`src/rtl/monster_pkg.sv`:
```
// Shared types and default constants for the monster sprite controller.
// Also holds the bounded horizontal step used by the walk datapath.
package monster_pkg;

    typedef enum logic [1:0] {
        IDLE   = 2'd0,
        WALK   = 2'd1,
        SQUASH = 2'd2,
        DEAD   = 2'd3
    } monster_state_e;

    typedef enum logic [1:0] {
        TURN_NONE  = 2'b00,
        TURN_RIGHT = 2'b01,
        TURN_LEFT  = 2'b10
    } turn_e;

    localparam logic [9:0]  DEF_X_MIN          = 10'd32;
    localparam logic [9:0]  DEF_X_MAX          = 10'd600;
    localparam logic [9:0]  DEF_SPAWN_X        = 10'd320;
    localparam logic [9:0]  DEF_SPAWN_Y        = 10'd400;
    localparam logic [9:0]  DEF_STEP           = 10'd2;
    localparam int unsigned DEF_MOVE_DIV       = 2;
    localparam int unsigned DEF_DEATH_FRAMES   = 30;
    localparam int unsigned DEF_RESPAWN_FRAMES = 120;

    // 11-bit arithmetic so neither direction can wrap before clamping.
    function automatic logic [9:0] step_x(
        input logic [9:0] x,
        input logic       left,
        input logic [9:0] step,
        input logic [9:0] x_min,
        input logic [9:0] x_max
    );
        logic [10:0] sum;
        logic [9:0]  res;
        if (!left) begin
            sum = {1'b0, x} + {1'b0, step};
            res = (sum > {1'b0, x_max}) ? x_max : sum[9:0];
        end else begin
            sum = {1'b0, x_min} + {1'b0, step};
            res = ({1'b0, x} < sum) ? x_min : x - step;
        end
        return res;
    endfunction

endpackage

```
`src/rtl/monster_motion_if.sv`:
```
// Control/status bundle between the game logic and the monster controller.
interface monster_motion_if;
    logic       start;
    logic       kill;
    logic       dir;
    logic [1:0] turn;
    logic [9:0] MonsterX;
    logic [9:0] MonsterY;
    logic       alive;
    logic       squash;
    logic       anim_frame;

    modport master (
        output start, kill, dir,
        input  turn, MonsterX, MonsterY, alive, squash, anim_frame
    );

    modport slave (
        input  start, kill, dir,
        output turn, MonsterX, MonsterY, alive, squash, anim_frame
    );
endinterface

```
`src/rtl/monster_motion_frame_tick_div.sv`:
```
// Modulo-DIV frame counter; tick is high on the frame where the count wraps.
module frame_tick_div #(
    parameter int unsigned DIV = 2
) (
    input  logic clk,
    input  logic rst,
    input  logic clear,
    input  logic en,
    output logic tick
);
    localparam logic [3:0] LAST = 4'(DIV - 1);

    logic [3:0] cnt;

    assign tick = en && (cnt == LAST);

    always_ff @(posedge clk or posedge rst) begin
        if (rst)        cnt <= '0;
        else if (clear) cnt <= '0;
        else if (en)    cnt <= tick ? '0 : cnt + 4'd1;
    end
endmodule

```
`src/rtl/monster_motion.sv`:
```
// Patrolling monster: spawn, walk between bounds, squash on stomp, respawn.
// All outputs are registered from the next-state/datapath values.
module monster_motion
    import monster_pkg::*;
#(
    parameter logic [9:0]  X_MIN          = DEF_X_MIN,
    parameter logic [9:0]  X_MAX          = DEF_X_MAX,
    parameter logic [9:0]  SPAWN_X        = DEF_SPAWN_X,
    parameter logic [9:0]  SPAWN_Y        = DEF_SPAWN_Y,
    parameter logic [9:0]  STEP           = DEF_STEP,
    parameter int unsigned MOVE_DIV       = DEF_MOVE_DIV,
    parameter int unsigned DEATH_FRAMES   = DEF_DEATH_FRAMES,
    parameter int unsigned RESPAWN_FRAMES = DEF_RESPAWN_FRAMES
) (
    input  logic             frame_clk,
    input  logic             Reset,
    monster_motion_if.slave  bus
);
    localparam logic [15:0] DEATH_LAST   = 16'(DEATH_FRAMES - 1);
    localparam logic [15:0] RESPAWN_LAST = 16'(RESPAWN_FRAMES - 1);

    monster_state_e state, state_next;
    turn_e          turn, turn_next;
    logic [9:0]     x, x_next, y, y_next;
    logic           alive, squash, anim, anim_next;
    logic [2:0]     anim_cnt, anim_cnt_next;
    logic [15:0]    timer, timer_next;
    logic           move_tick;

    frame_tick_div #(.DIV(MOVE_DIV)) u_move_div (
        .clk   (frame_clk),
        .rst   (Reset),
        .clear (state != WALK),
        .en    (state == WALK),
        .tick  (move_tick)
    );

    always_ff @(posedge frame_clk or posedge Reset) begin
        if (Reset) begin
            state    <= IDLE;
            x        <= SPAWN_X;
            y        <= SPAWN_Y;
            turn     <= TURN_NONE;
            alive    <= 1'b0;
            squash   <= 1'b0;
            anim     <= 1'b0;
            anim_cnt <= '0;
            timer    <= '0;
        end else begin
            state    <= state_next;
            x        <= x_next;
            y        <= y_next;
            turn     <= turn_next;
            alive    <= (state_next == WALK);
            squash   <= (state_next == SQUASH);
            anim     <= anim_next;
            anim_cnt <= anim_cnt_next;
            timer    <= timer_next;
        end
    end

    always_comb begin
        state_next = state;
        case (state)
            IDLE:    if (bus.start)            state_next = WALK;
            WALK:    if (bus.kill)             state_next = SQUASH;
            SQUASH:  if (timer == DEATH_LAST)   state_next = DEAD;
            DEAD:    if (timer == RESPAWN_LAST) state_next = WALK;
            default:                           state_next = IDLE;
        endcase
    end

    always_comb begin
        x_next        = x;
        y_next        = y;
        turn_next     = TURN_NONE;
        anim_next     = anim;
        anim_cnt_next = '0;
        timer_next    = '0;
        case (state)
            WALK: begin
                anim_cnt_next = anim_cnt + 3'd1;
                if (anim_cnt == 3'd7) anim_next = ~anim;
                // A stomp freezes position and suppresses the edge report.
                if (!bus.kill) begin
                    if (move_tick) x_next = step_x(x, bus.dir, STEP, X_MIN, X_MAX);
                    if (!bus.dir && x_next == X_MAX)     turn_next = TURN_RIGHT;
                    else if (bus.dir && x_next == X_MIN) turn_next = TURN_LEFT;
                end
            end
            SQUASH, DEAD: begin
                if (state_next == state) timer_next = timer + 16'd1;
            end
            default: ;
        endcase
        if (state != WALK && state_next == WALK) begin
            x_next    = SPAWN_X;
            y_next    = SPAWN_Y;
            anim_next = 1'b0;
        end
    end

    assign bus.turn       = turn;
    assign bus.MonsterX   = x;
    assign bus.MonsterY   = y;
    assign bus.alive      = alive;
    assign bus.squash     = squash;
    assign bus.anim_frame = anim;
endmodule

```
`src/flat_wrapper.sv`:
```
// flat-port wrapper written by rule: the top's interface ports become plain ports
module monster_motion_flat import monster_pkg::*;
#(
    parameter logic [9:0]  X_MIN          = DEF_X_MIN,
    parameter logic [9:0]  X_MAX          = DEF_X_MAX,
    parameter logic [9:0]  SPAWN_X        = DEF_SPAWN_X,
    parameter logic [9:0]  SPAWN_Y        = DEF_SPAWN_Y,
    parameter logic [9:0]  STEP           = DEF_STEP,
    parameter int unsigned MOVE_DIV       = DEF_MOVE_DIV,
    parameter int unsigned DEATH_FRAMES   = DEF_DEATH_FRAMES,
    parameter int unsigned RESPAWN_FRAMES = DEF_RESPAWN_FRAMES
)
  (frame_clk, Reset, bus_start, bus_kill, bus_dir, bus_turn, bus_MonsterX, bus_MonsterY, bus_alive, bus_squash, bus_anim_frame);
  monster_motion_if bus_i ();
  input  logic frame_clk;
  input  logic Reset;
  input wire logic [$bits(bus_i.start)-1:0] bus_start;
  input wire logic [$bits(bus_i.kill)-1:0] bus_kill;
  input wire logic [$bits(bus_i.dir)-1:0] bus_dir;
  output wire logic [$bits(bus_i.turn)-1:0] bus_turn;
  output wire logic [$bits(bus_i.MonsterX)-1:0] bus_MonsterX;
  output wire logic [$bits(bus_i.MonsterY)-1:0] bus_MonsterY;
  output wire logic [$bits(bus_i.alive)-1:0] bus_alive;
  output wire logic [$bits(bus_i.squash)-1:0] bus_squash;
  output wire logic [$bits(bus_i.anim_frame)-1:0] bus_anim_frame;
  assign bus_i.start = bus_start;
  assign bus_i.kill = bus_kill;
  assign bus_i.dir = bus_dir;
  assign bus_turn = bus_i.turn;
  assign bus_MonsterX = bus_i.MonsterX;
  assign bus_MonsterY = bus_i.MonsterY;
  assign bus_alive = bus_i.alive;
  assign bus_squash = bus_i.squash;
  assign bus_anim_frame = bus_i.anim_frame;
  monster_motion #(.X_MIN(X_MIN), .X_MAX(X_MAX), .SPAWN_X(SPAWN_X), .SPAWN_Y(SPAWN_Y), .STEP(STEP), .MOVE_DIV(MOVE_DIV), .DEATH_FRAMES(DEATH_FRAMES), .RESPAWN_FRAMES(RESPAWN_FRAMES)) u_core (.frame_clk(frame_clk), .Reset(Reset), .bus(bus_i));
endmodule
```
`config.mk`:
```
export PLATFORM = sky130hd
export DESIGN_NAME = monster_motion_flat
export DESIGN_NICKNAME = d
export VERILOG_FILES = /design/src/rtl/monster_pkg.sv /design/src/rtl/monster_motion_if.sv /design/src/rtl/monster_motion_frame_tick_div.sv /design/src/rtl/monster_motion.sv /design/src/flat_wrapper.sv
export SDC_FILE = /design/constraint.sdc
export NUM_CORES = 1
export LEC_CHECK = 0
export BUFFER_PORTS_ARGS = -buffer_cell sky130_fd_sc_hd__buf_2
export CORE_MARGIN = 2
export CORE_UTILIZATION = 61
export CTS_BUF_LIST = sky130_fd_sc_hd__clkbuf_8
export CTS_CLUSTER_SIZE = 10
export DETAILED_ROUTE_END_ITERATION = 10
export PLACE_DENSITY = 0.83
export SLEW_MARGIN = 20
export SYNTH_ARGS = -nofsm -noshare
export SYNTH_HDL_FRONTEND = slang
export SYNTH_HIERARCHICAL = 1
export SYNTH_SLANG_ARGS = --single-unit
```
`constraint.sdc`:
```
create_clock -name frame_clk -period 3.3 [get_ports frame_clk]
set_clock_uncertainty 0.1 [all_clocks]
set_input_delay 0.66 -clock frame_clk [delete_from_list [all_inputs] [get_ports frame_clk]]
set_output_delay 0.66 -clock frame_clk [all_outputs]
set_load 0.01 [all_outputs]
```
==> results of run 1 <==
## layer usage
layer | global-route usage | share of wire
met5 | 0 | 0
met4 | 0.141 | 0.027
met3 | 0.0494 | 0.076
met2 | 0.393 | 0.46
met1 | 0.364 | 0.44
## path summary, 6_finish.rpt
kind	start	endpoint	slack (ps)	cells after the start
max	u_core/bus.MonsterX[2]	u_core/bus.turn[1]	390	9
min	Reset	u_core/u_move_div/cnt[0]	140	2
max reg2reg	u_core/bus.MonsterX[2]	u_core/bus.turn[1]	390	9
min reg2reg	u_core/anim_cnt[0]	u_core/anim_cnt[0]	380	1
max in group asynchronous	Reset	u_core/bus.MonsterX[6]	2390	3
min in group frame_clk	u_core/anim_cnt[0]	u_core/anim_cnt[0]	380	1
## report_power, final
part           internal, W  switching (W)
clock             0.000167       0.000164
sequential        0.000562      0.0000978
combinational     0.000239       0.000384
## critical path: cells and delay by family, from the launching register on
family	cells	cell delay [ps]
flops	1	520
buf+inv	1	190
fa+ha+maj	1	350
simple gates	3	740
compound gates	3	700
xor+xnor	1	220
## registers in the layout, indices dropped and copies added (netlist names)
register               cells
u_core/anim_cnt            3
u_core/bus.MonsterX       10
u_core/bus.alive           1
u_core/bus.anim_frame      1
u_core/bus.squash          1
u_core/bus.turn            2
u_core/state               2
u_core/timer              16
u_core/u_move_div/cnt      4
## what timing repair did
item	in CTS	in global routing
endpoints found under the setup margin	0	2
hold buffers	0	0
setup buffers	0	1
## cells by family after synthesis
kind of cell	share of synthesized area
and+or+nand+nor	0.215
buffers and inverters	0.0786
other	0.00284
adders and majority gates	0.0379
xor gates and xnor gates	0.0596
muxes	0.0137
AOI/OAI and AO/OA	0.213
DFF	0.380
## synthesized netlist by cell type, drive strengths merged, types with 2 or more instances
| library cell | n |
|---|---|
| dfrtp | 38 |
| nor2 | 34 |
| buf | 16 |
| nand3 | 16 |
| nand2 | 15 |
| o21ai | 14 |
| inv | 13 |
| xor2 | 12 |
| clkbuf | 11 |
| ha | 8 |
| nand2b | 8 |
| nor3 | 8 |
| a21oi | 7 |
| and3 | 6 |
| xnor2 | 6 |
| nor4 | 5 |
| o22ai | 5 |
| a22oi | 4 |
| a31oi | 4 |
| nand4 | 4 |
| o2111ai | 4 |
| o31ai | 4 |
| a211oi | 3 |
| a21o | 3 |
| a41oi | 3 |
| and2 | 3 |
| o211ai | 3 |
| a2111oi | 2 |
| a211o | 2 |
| a22o | 2 |
| conb | 2 |
| dfstp | 2 |
| mux2 | 2 |
| o32ai | 2 |
| o41ai | 2 |
| or4 | 2 |
## layout make-up
cell class | instances | area [sq um]
Timing Repair Buffer | 28 | 163
Inverter | 14 | 52.6
Tap cell | 50 | 62.6
Multi-Input combinational cell | 225 | 1460
Clock buffer | 6 | 82.6
Clock inverter | 2 | 11.3
Sequential cell | 40 | 1000
Fill cell | 348 | 1250
## metrics by stage
step | util | hold slack, ps | worst slack, ps | std cells | power (W)
3_3_place_gp | 0.670 | 320 | 347 | 356 | 0.00127
5_1_grt | 0.694 | 159 | 172 | 365 | 0.00171
6_report | 0.694 | 145 | 390 | 365 | 0.00161
4_1_cts | 0.693 | 140 | 225 | 364 | 0.00161
3_5_place_dp | 0.670 | 333 | 231 | 356 | 0.00127
2_1_floorplan | - | 310 | 832 | 306 | 0.00109
==> flow_metrics.py, run 1 <==
metrics = {
    "run_status": {
        "run_status": "completed",
    },
    "sta": {
        "grt_setup_unrepaired": "false",
        "post-route-min-period_ps": 2910,
        "timing.final.crit_share": 0.882,
        "max_slew.worst_pin.slew_ps": 578,
        "max_freq_mhz": 344,
        "finalSetupTns_ps": 0,
        "drv_slew": 0,
        "max_slew_margin": 0.610,
        "hold_viol_final": 0,
        "timing.final.setup_violations": 0,
    },
    "grt": {
        "grt-ovfl-total": 0,
        "first_pass_grt_wire_length_mm": 10.4,
        "antenna_violations_before_repair": 0,
        "groute.usage.overall": 0.264,
        "largest_net_degree_at_the_start_of_global_routing": 37,
        "first_global_vias": 2213,
    },
    "synthesis": {
        "netlist.top_cell.by_area": "sky130_fd_sc_hd__dfrtp_1",
        "post_synth.cell_area_avg_sq_um": 8.87,
        "synthDominantCellAreaShare": 0.360,
        "seq_area_frac_synth": 0.380,
        "yosys_register_bits": 40,
        "mappedNetlistArea_sq_um": 2640,
        "postSynth.topFlopCell": "sky130_fd_sc_hd__dfrtp_1",
        "ys_top_cells_by_area": "sky130_fd_sc_hd__dfrtp_1 36%, sky130_fd_sc_hd__nor2_1 4.8%, sky130_fd_sc_hd__xor2_1 4.0%",
        "fraction_of_registers_with_async_set_reset": 1.00,
        "yosys.cell_types.count": 68,
        "synth-edff-count": 0,
        "yosysWarningCount": 6,
        "syn_inst": 298,
    },
    "drt": {
        "via_count": 2346,
        "wl_per_cell_um": 16.8,
        "route.detailed.drc": 0,
        "drt_first_iter_violations": 373,
        "drtPass1Iterations": 6,
        "wl_mm": 6.11,
        "ant_nets": 0,
        "viasPerCell": 6.43,
    },
    "clocking": {
        "cts-root-buf": "sky130_fd_sc_hd__clkbuf_8",
        "post_cts_resized": 0,
        "cts_tree": "done",
        "worst_skew_pair.late_latency_ps": 290,
        "cts.reportedPaths.clkPinSlew_ps": 70,
        "cts-buffers-inserted": 5,
        "clock_tree.buffer_depth": 2,
        "numClockSinks": 40,
        "cts.htree.levels": 2,
    },
    "critical_path": {
        "master_of_the_slowest_instance_on_the_critical_path": "sky130_fd_sc_hd__dfrtp_1",
        "crit_required_ps": 3390,
        "critPathKind": "reg2reg",
        "timing.critical_path.cells": "ha_1, nand2_1, nor3_1, xor2_1, o211ai_1, buf_4, a211oi_1, o2111ai_1, nor4_2",
        "crit_path_max_incr_delay_ps": 520,
        "critical_path.endpoint_type": "flop",
        "crit_path_arrival_time_ps": 3000,
        "startpoint_type": "flop",
        "cp_max_fo": 12,
    },
    "floorplan": {
        "area_of_the_core_sq_um": 4090,
        "initial_core_util": 0.647,
        "core.rowCount": 23,
        "io-pin-count": 30,
        "die-height_um": 69.8,
        "die-area_sq_um": 4880,
        "floorplan.die.width_um": 69.8,
    },
    "worst_hold_path": {
        "hp-class": "in2async",
    },
    "placed_design": {
        "place_area_sq_um": 2740,
        "buffer_ports.inserted": 19,
        "detailed_place_hpwl_mm": 4.22,
        "routabilityCongestion": 0.932,
    },
    "job": {
        "timing.max_cap.violations": 0,
    },
    "layout": {
        "design_area_sq_um": 2840,
        "layout-drive-gt1-share": 0.152,
        "antenna-diode-count": 0,
        "syn_to_final_growth_pct": 7.34,
        "layout_commonest_cell": "sky130_fd_sc_hd__dfrtp_1",
        "fin_nets": 327,
        "most-common-layout-cells": "38 x sky130_fd_sc_hd__dfrtp_1, 34 x sky130_fd_sc_hd__nor2_1, 19 x sky130_fd_sc_hd__buf_2",
    },
    "pwr": {
        "p_leak_nw": 1.27,
        "irDropWorstVdd_mv": 0.399,
        "power.density_cell_area_nw_per_um2": 569,
    },
}
Note: power is estimated with default switching activity, not from simulation.
==> run 2: changes to the inputs <==
--- a/config.mk
+++ b/config.mk
@@ -12,6 +12,7 @@
 export CTS_CLUSTER_SIZE = 10
 export DETAILED_ROUTE_END_ITERATION = 10
 export PLACE_DENSITY = 0.83
+export RECOVER_POWER = 50
 export SLEW_MARGIN = 20
 export SYNTH_ARGS = -nofsm -noshare
 export SYNTH_HDL_FRONTEND = slang
==> constraint.sdc (replaced) <==
create_clock -name frame_clk -period 3 [get_ports frame_clk]
set_clock_uncertainty 0.1 [all_clocks]
set_input_delay 0.6 -clock frame_clk [delete_from_list [all_inputs] [get_ports frame_clk]]
set_output_delay 0.6 -clock frame_clk [all_outputs]
set_load 0.01 [all_outputs]
==> run 2 against run 1 <==
  * Global-route usage up 1.8 points
  * Critical endpoint unchanged
  * Largest power group is now combinational cells
  * Non-clock buffer count up 9
  * Largest cell class unchanged
  * Die area unchanged
  * Count of clock-buffer cells in the layout down 1
  * Core utilization up 1.7 points
  * Sequential power up 6.1%
  * Clock power up 38%
  * Routed wire length up 7.1%
  * Via count up 3.6%
  * Critical path type unchanged
  * Critical path depth unchanged
==> flow_metrics.py, run 2 (synthesis gave the netlist of run 1 again) <==
metrics = {
    "placed_design": {
        "detailed_place_hpwl_mm": 4.64,
        "placed_cells": 366,
        "detailedPlace.worstSlack_ps": 314,
        "routabilityCongestion": 0.963,
        "buffer_ports.inserted": 19,
    },
    "floorplan": {
        "core.rowCount": 23,
        "die-height_um": 69.8,
        "initial_core_util": 0.647,
        "io-pin-count": 30,
        "area_of_the_core_sq_um": 4090,
        "floorplan.die.width_um": 69.8,
        "die-area_sq_um": 4880,
    },
    "critical_path": {
        "timing.reg2reg.setup_slack_ps": 180,
        "startpoint_type": "flop",
        "crit_path_arrival_time_ps": 2920,
        "critical_path.endpoint_type": "flop",
        "cp_max_fo": 15,
        "crit_required_ps": 3100,
        "critPathKind": "reg2reg",
    },
    "sta": {
        "finalWorstSetupSlack_ps": 179,
        "finalSetupTns_ps": 0,
        "drv_slew": 0,
        "max_freq_mhz": 354,
        "post-route-min-period_ps": 2820,
        "timing.final.crit_share": 0.940,
        "max_slew_margin": 0.528,
        "timing.final.setup_violations": 0,
        "hold_viol_final": 0,
        "max_slew.worst_pin.slew_ps": 707,
        "grt_setup_unrepaired": "false",
    },
    "grt": {
        "antenna_violations_before_repair": 0,
        "first_global_vias": 2254,
        "largest_net_degree_at_the_start_of_global_routing": 20,
        "grt-ovfl-total": 0,
        "first_pass_grt_wire_length_mm": 11.0,
        "groute.usage.overall": 0.282,
    },
    "layout": {
        "most-common-layout-cells": "38 x sky130_fd_sc_hd__dfrtp_1, 34 x sky130_fd_sc_hd__nor2_1, 17 x sky130_fd_sc_hd__buf_2",
        "fillerInstances": 317,
        "fin_nets": 336,
        "sequential_cell_area_sq_um": 1000,
        "syn_to_final_growth_pct": 10.0,
        "multiInputGateArea_sq_um": 1460,
        "fin_cells": 374,
        "largest_register_ffs": 16,
        "largest_register": "u_core/timer",
        "layout_commonest_cell": "sky130_fd_sc_hd__dfrtp_1",
        "antenna-diode-count": 0,
        "layout-drive-gt1-share": 0.157,
    },
    "pwr": {
        "power.density_cell_area_nw_per_um2": 653,
        "irDropWorstVdd_mv": 0.694,
        "p_leak_nw": 1.30,
    },
    "drt": {
        "drtPass1Iterations": 6,
        "wl_per_cell_um": 17.5,
        "route.detailed.drc": 0,
        "ant_nets": 0,
        "wl_mm": 6.55,
        "drt_first_iter_violations": 543,
        "viasPerCell": 6.50,
        "via_count": 2431,
    },
    "clocking": {
        "cts-root-buf": "sky130_fd_sc_hd__clkbuf_8",
        "worst_skew_pair.late_latency_ps": 300,
        "number_of_buffers_added_to_fix_hold_violations_after_cts": 0,
        "clock_tree.buffer_depth": 2,
        "cts.htree.levels": 2,
        "cts_tree": "done",
        "buffers_inserted_during_post_cts_setup_optimization": 0,
        "cts-buffers-inserted": 5,
        "post_cts_resized": 0,
        "cts.reportedPaths.clkPinSlew_ps": 80,
        "numClockSinks": 40,
    },
    "job": {
        "timing.max_cap.violations": 0,
    },
    "worst_hold_path": {
        "hp-class": "in2async",
    },
    "run_status": {
        "run_status": "completed",
    },
}
run 2: power breakdown:
| group | leakage [nW] | switching (W) | internal (W) |
|---|---|---|---|
| Sequential | 0.538 | 0.0000823 | 0.000618 |
| Clock | 0.0548 | 0.000205 | 0.000251 |
| Combinational | 0.708 | 0.000467 | 0.000277 |
| Total | 1.30 | 0.000755 | 0.00115 |
run 2: critical path, cell delays in order (launching register included):
cell and delay [ps]:
sky130_fd_sc_hd__dfrtp_1 420, sky130_fd_sc_hd__nand2b_1 170, sky130_fd_sc_hd__inv_1 70, sky130_fd_sc_hd__clkbuf_1 470
sky130_fd_sc_hd__nand2b_1 330, sky130_fd_sc_hd__a31o_1 280, sky130_fd_sc_hd__a211o_1 280, sky130_fd_sc_hd__a21oi_2 110
sky130_fd_sc_hd__o2111ai_1 170, sky130_fd_sc_hd__nor4_2 320
run 2: final timing paths:
check	startpoint	to	depth (start not counted)
max in group asynchronous	Reset	u_core/bus.MonsterX[6]	3
min in group frame_clk	u_core/anim_cnt[0]	u_core/anim_cnt[0]	1
worst max-delay path	u_core/state[1]	u_core/bus.turn[1]	9
worst min-delay path	Reset	u_core/u_move_div/cnt[2]	2
worst min register to register	u_core/anim_cnt[0]	u_core/anim_cnt[0]	1
worst max register to register	u_core/state[1]	u_core/bus.turn[1]	9
run 2: layout make-up:
type	instances	share of cell area
Multi-Input combinational cell	225	0.503
Sequential cell	40	0.345
Timing Repair Buffer	37	0.0731
Clock buffer	5	0.0237
Tap cell	50	0.0215
Inverter	14	0.0181
Clock inverter	3	0.0159
run 2: stage by stage:
step	util	hold WS (ps)	total power, W	cell area, sq um
floorplan	-	266	0.00120	2670
global placement	0.688	320	0.00143	2810
detailed placement	0.688	341	0.00143	2810
CTS	0.716	62.9	0.00189	2930
global route	0.712	71.5	0.00200	2910
finish	0.712	46.7	0.00190	2910
run 2: layer usage:
layer  GRT usage  up-vias  share of wire
met5           0        -              0
met4       0.103        0          0.025
met3      0.0581       25          0.091
met2       0.429      146           0.45
met1       0.400     1139           0.43
li1            -     1121              -
